==> src/rtl/bsmul_pkg.sv <==
// Shared types and address helper for the bit-serial multiply address generator.
package bsmul_pkg;

  localparam int unsigned DEF_BWADDR = 21;
  localparam int unsigned DEF_BWLEN  = 8;
  localparam int unsigned DEF_BWPREC = 4;

  typedef enum logic [1:0] {IDLE, RUN, DRAIN} state_e;

  // Start address of a bit-plane; product and sum wrap modulo 2^DEF_BWADDR.
  function automatic logic [DEF_BWADDR-1:0] plane_addr(
    input logic [DEF_BWADDR-1:0] base,
    input logic [DEF_BWPREC-1:0] off,
    input logic [DEF_BWADDR-1:0] stride
  );
    logic [DEF_BWADDR-1:0] off_x;
    off_x = {{(DEF_BWADDR-DEF_BWPREC){1'b0}}, off};
    return base + off_x * stride;
  endfunction

endpackage

==> src/rtl/bsmul_agu.sv <==
// Bit-serial multiply AGU: walks zigzagu plane pairs and streams LEN word-read beats
// per pair into a single output register with valid/ready handshake.
module bsmul_agu #(
  parameter int unsigned BWADDR = bsmul_pkg::DEF_BWADDR,
  parameter int unsigned BWLEN  = bsmul_pkg::DEF_BWLEN,
  parameter int unsigned BWPREC = bsmul_pkg::DEF_BWPREC
) (
  input  logic              clk,
  input  logic              rst_n,
  input  logic              start,
  output logic              start_ready,
  input  logic [BWPREC-1:0] pw,
  input  logic [BWPREC-1:0] pd,
  input  logic [BWLEN-1:0]  len,
  input  logic [BWADDR-1:0] wbase,
  input  logic [BWADDR-1:0] dbase,
  input  logic [BWADDR-1:0] wstride,
  input  logic [BWADDR-1:0] dstride,
  output logic              zz_clr,
  output logic              zz_step,
  output logic [BWPREC-1:0] zz_pw,
  output logic [BWPREC-1:0] zz_pd,
  input  logic [BWPREC-1:0] zz_offw,
  input  logic [BWPREC-1:0] zz_offd,
  input  logic              zz_sh,
  output logic              o_valid,
  input  logic              o_ready,
  output logic [BWADDR-1:0] o_waddr,
  output logic [BWADDR-1:0] o_daddr,
  output logic              o_sh,
  output logic              o_last,
  output logic              done
);
  import bsmul_pkg::*;

  state_e              state;
  logic [BWLEN-1:0]    len_q, k;
  logic [2*BWPREC-1:0] pos;
  logic [BWADDR-1:0]   wbase_q, dbase_q, wstride_q, dstride_q;
  logic [BWADDR-1:0]   k_ext;
  logic                first_sh;
  logic                accept, load, k_last, pos_last, degenerate;

  always_comb begin
    start_ready = (state == IDLE);
    accept      = start && start_ready;
    zz_clr      = !rst_n || accept;
    load        = (state == RUN) && (!o_valid || o_ready);
    k_last      = (k == len_q - BWLEN'(1));
    pos_last    = (pos == (2*BWPREC)'(1));
    // Step is combinational so the new offsets are present for the very next load.
    zz_step     = load && k_last && !pos_last;
    degenerate  = (pw == '0) || (pd == '0) || (len == '0);
    k_ext       = {{(BWADDR-BWLEN){1'b0}}, k};
  end

  always_ff @(posedge clk or negedge rst_n) begin
    if (!rst_n) begin
      state     <= IDLE;
      zz_pw     <= '0;
      zz_pd     <= '0;
      len_q     <= '0;
      k         <= '0;
      pos       <= '0;
      wbase_q   <= '0;
      dbase_q   <= '0;
      wstride_q <= '0;
      dstride_q <= '0;
      first_sh  <= 1'b0;
      o_valid   <= 1'b0;
      o_waddr   <= '0;
      o_daddr   <= '0;
      o_sh      <= 1'b0;
      o_last    <= 1'b0;
      done      <= 1'b0;
    end else begin
      done <= 1'b0;
      case (state)
        IDLE: begin
          if (start) begin
            zz_pw     <= pw;
            zz_pd     <= pd;
            len_q     <= len;
            wbase_q   <= wbase;
            dbase_q   <= dbase;
            wstride_q <= wstride;
            dstride_q <= dstride;
            k         <= '0;
            pos       <= {{BWPREC{1'b0}}, pw} * {{BWPREC{1'b0}}, pd};
            first_sh  <= 1'b0;
            // Empty jobs pass through DRAIN for one cycle so done and start_ready line up.
            if (degenerate) begin
              state <= DRAIN;
              done  <= 1'b1;
            end else begin
              state <= RUN;
            end
          end
        end
        RUN: begin
          if (load) begin
            o_valid <= 1'b1;
            o_waddr <= plane_addr(wbase_q, zz_offw, wstride_q) + k_ext;
            o_daddr <= plane_addr(dbase_q, zz_offd, dstride_q) + k_ext;
            o_sh    <= (k == '0) && first_sh && zz_sh;
            o_last  <= k_last && pos_last;
            if (k_last) begin
              k   <= '0;
              pos <= pos - (2*BWPREC)'(1);
              if (pos_last) state <= DRAIN;
              else          first_sh <= 1'b1;
            end else begin
              k <= k + BWLEN'(1);
            end
          end
        end
        DRAIN: begin
          if (!o_valid || o_ready) begin
            o_valid <= 1'b0;
            o_sh    <= 1'b0;
            o_last  <= 1'b0;
            done    <= o_valid;
            state   <= IDLE;
          end
        end
        default: state <= IDLE;
      endcase
    end
  end

endmodule

==> config.mk <==
export PLATFORM = sky130hd
export DESIGN_NAME = bsmul_agu
export DESIGN_NICKNAME = d
export VERILOG_FILES = /design/src/rtl/bsmul_pkg.sv /design/src/rtl/bsmul_agu.sv
export SDC_FILE = /design/constraint.sdc
export NUM_CORES = 1
export LEC_CHECK = 0
export ABC_AREA = 1
export CAP_MARGIN = 10
export CORE_AREA = 2 2 153 215
export DETAILED_ROUTE_END_ITERATION = 7
export DIE_AREA = 0 0 155 217
export GPL_TIMING_DRIVEN = 0
export HOLD_SLACK_MARGIN = 0.15
export MAX_ROUTING_LAYER = met4
export PLACE_DENSITY = 0.69
export SETUP_SLACK_MARGIN = 0.2
export SLEW_MARGIN = 20
export SYNTH_ARGS = -nofsm -noshare
export SYNTH_HDL_FRONTEND = slang
export SYNTH_SLANG_ARGS = --single-unit
==> constraint.sdc <==
create_clock -name clk -period 3.4 [get_ports clk]
set_clock_uncertainty 0.1 [all_clocks]
set_input_delay 0.34 -clock clk [delete_from_list [all_inputs] [get_ports clk]]
set_output_delay 0.34 -clock clk [all_outputs]
set_load 0.01 [all_outputs]
==> flow_metrics.py <==
metrics = {
    "run_status": {
        "status": "finished, violations left",
        "violations": "negative setup slack",
    },
    "critical_path": {
        "worst-setup-path-type": "flip-flop to flip-flop",
        "rr_worst_depth": 15,
        "r2r_slack_ns": -0.30,
        "cp.required_ns": 3.67,
        "crit_fanout": 5,
        "crit_arrival_ns": 3.96,
        "critPathCaptureType": "flip-flop",
        "r2r-start": "dstride_q[1]$_DFFE_PN0P_",
        "cp-start-kind": "flip-flop",
        "startpoint": "dstride_q[1]$_DFFE_PN0P_",
        "reg2reg_to": "o_daddr[12]$_DFFE_PN0P_",
    },
    "sta": {
        "finalWorstSetupSlack_ns": -0.297,
        "finalHoldViolations": 0,
        "setup_tns_ns": -4.59,
        "finalMaxSlewViolations": 0,
        "layout_min_cycle_time_ns": 3.70,
        "rsz0062_at_grt": "true",
        "worstMarginPinSlew_ns": 0.882,
        "final.period_utilization_pct": 109,
        "fmax_mhz": 271,
        "setup_viol": 29,
        "holdWs_ns": 0.141,
        "slew_headroom_pct": 41.2,
    },
    "final_layout": {
        "syn2layout_area_growth_pct": 35.6,
        "n_fill_cell": 2848,
        "fin_util_pct": 60.0,
        "drive_above_1_share_pct": 20.5,
        "fin_nets": 2502,
        "antennaDiodeCount": 0,
    },
    "synth": {
        "synthCells": 1894,
        "synth_top_family_by_area": "adder cells",
        "ys_seq_elements": 165,
        "yosysUniqueCellTypes": 43,
        "syn_avg_cell_area_sq_um": 7.46,
        "synth.top_cell.area_share_pct": 29.2,
        "synthMuxAreaShare_pct": 0.0709,
        "ys_async_sr_fraction_pct": 100,
        "yosys.area.top_type": "dfrtp_1",
        "synth_most_common_cell": "nand2_1",
        "yosysSeqAreaShare_pct": 29.2,
        "synth_top_flop_cell": "dfrtp_1",
        "synth-simple-area-share_pct": 24.2,
        "synth_compound_area_share_pct": 5.75,
        "synthesis.nets": 2218,
        "synth_warnings": 0,
        "synthAdderAreaFrac_pct": 25.4,
        "synth.cell_area_sq_um": 14100,
        "ys_top_cells_by_area": "dfrtp_1 (29%), nand2_1 (18%), fa_1 (18%)",
        "synth_edf_count": 0,
        "netlist_top_cells_count": "nand2_1 (677), inv_1 (425), dfrtp_1 (165)",
        "synth_xor_area_share_pct": 2.42,
    },
    "global_route": {
        "grt_pass1_vias": 13600,
        "grt_pass1_wl_mm": 68.0,
        "grt_usage_pct": 27.0,
        "antenna_found_initial": 0,
        "grt_max_degree": 94,
        "grt-ovfl-total": 0,
    },
    "routing": {
        "vias_per_cell": 4.97,
        "postRouteAntennaNets": 0,
        "firstDrtPassIters": 5,
        "wire_per_inst_um": 16.4,
        "drc": 0,
        "drtIter0Drc": 672,
        "dr_total_vias": 12900,
        "routed_wl_mm": 42.5,
    },
    "die": {
        "fp.dieH_um": 217,
        "dieArea_sq_um": 33600,
        "placement_rows": 78,
        "initial_utilization_pct": 44.2,
        "core-area_sq_um": 31900,
        "io_pins": 170,
        "fp.dieW_um": 155,
    },
    "placed_design": {
        "place_ws_ns": -1.14,
        "portBuffers": 165,
        "dpl.hpwl_mm": 32.7,
        "gp_congestion": 0.898,
    },
    "min_path": {
        "min_from": "pd[1]",
        "hold_end": "zz_pd[1]$_DFFE_PN0P_",
        "min_delay_path_depth": 3,
        "hold_class": "input pin to flip-flop",
    },
    "flow_run": {
        "drv_cap": 0,
    },
    "clock_network": {
        "htreeDepth": 4,
        "cts-root-buf": "clkbuf_16",
        "path_clk_slew_ns": 0.07,
        "clockBufferDepth": 2,
        "cts.sinks": 165,
        "cts_tree": "built",
        "cts_buffers": 17,
        "clkLatencyLatePin_ns": 0.47,
    },
}
==> registers in the layout (all words and copies together), names as in the netlist, 2 cells and up <==
name       count
len_q          8
dstride_q     21
wstride_q     21
wbase_q       21
k              8
pos            8
o_waddr       21
zz_pw          4
zz_pd          4
state          2
o_daddr       21
dbase_q       21
==> per-stage QoR <==
step / area, sq um / instances
finish: 19100 / 2591
global route: 19100 / 2591
CTS: 18600 / 2563
detailed placement: 17000 / 2460
global placement: 16900 / 2459
floorplan: 14800 / 1894
==> logic make-up after synthesis <==
kind of cell | count (synthesis)
DFF | 165
muxes | 1
buffers and inverters | 480
adders and majority gates | 211
AOI/OAI and AO/OA | 149
xor gates and xnor gates | 39
and+or+nand+nor | 849
==> worst max-delay path by stage <==
stage	end	depth (start not counted)
after detailed placement	o_daddr[14]$_DFFE_PN0P_	17
after CTS	o_daddr[18]$_DFFE_PN0P_	17
after global placement	wstride_q[12]$_DFFE_PN0P_	1
final	o_daddr[12]$_DFFE_PN0P_	15
after global routing	o_daddr[12]$_DFFE_PN0P_	17
after floorplan	o_daddr[12]$_DFFE_PN0P_	17
==> layout make-up <==
type / count / area (sq um) / share of cell area [%]
Inverter: 432 / 1630 / 8.49
Clock buffer: 18 / 429 / 2.24
Timing Repair Buffer: 265 / 2530 / 13.2
Sequential cell: 165 / 4160 / 21.7
Multi-Input combinational cell: 1249 / 9380 / 49.0
Tap cell: 400 / 500 / 2.61
Buffer: 48 / 365 / 1.91
Clock inverter: 14 / 165 / 0.862
==> routing by layer <==
metal	GRT usage [%]	wire length, um	part of all wire (%)
met2	48.5	22200	52
met5	-	0	0
met1	29.3	16400	39
met3	3.52	1790	4.2
met4	13.1	2060	4.9
==> worst max-delay path, cell delays in order (launching register included) <==
cell	delay (ns)
dfrtp_2	0.43
nand2_1	0.10
fa_1	0.57
fa_1	0.45
fa_1	0.55
inv_2	0.07
fa_2	0.43
nand3_2	0.11
nand2_4	0.08
a21oi_4	0.18
inv_2	0.07
nand2_1	0.06
nand2_1	0.06
or2_4	0.23
nand3_2	0.07
nand2_1	0.05
==> layout by cell type (no fill, tap or decap), types with 15 or more instances in the layout <==
cell               n
nor2_1            51
buf_4             76
a21oi_1           22
clkbuf_1          18
ha_1              52
dfrtp_2           24
inv_1            370
nand3_1           33
fa_1             113
o21ai_1           22
clkdlybuf4s50_1  153
inv_2             60
ha_4              32
xor2_1            18
clkbuf_16         18
buf_6             24
o21ai_0           46
nand2_2           46
nand3_2           15
dfrtp_1          141
nor2_2            15
nand2_1          623
==> repair_timing <==
item                                    CTS  global route
gates resized for setup                 144           128
endpoints found under the hold margin    73             0
hold buffers                              1             0
pin swaps                                95            74
endpoints found under the setup margin   37            36
gates cloned                              1             0
buffers inserted                         69            28
Power is left out: the tool's default activity adds up to more than one toggle a clock period on the data nets, which glitch-free logic cannot reach.
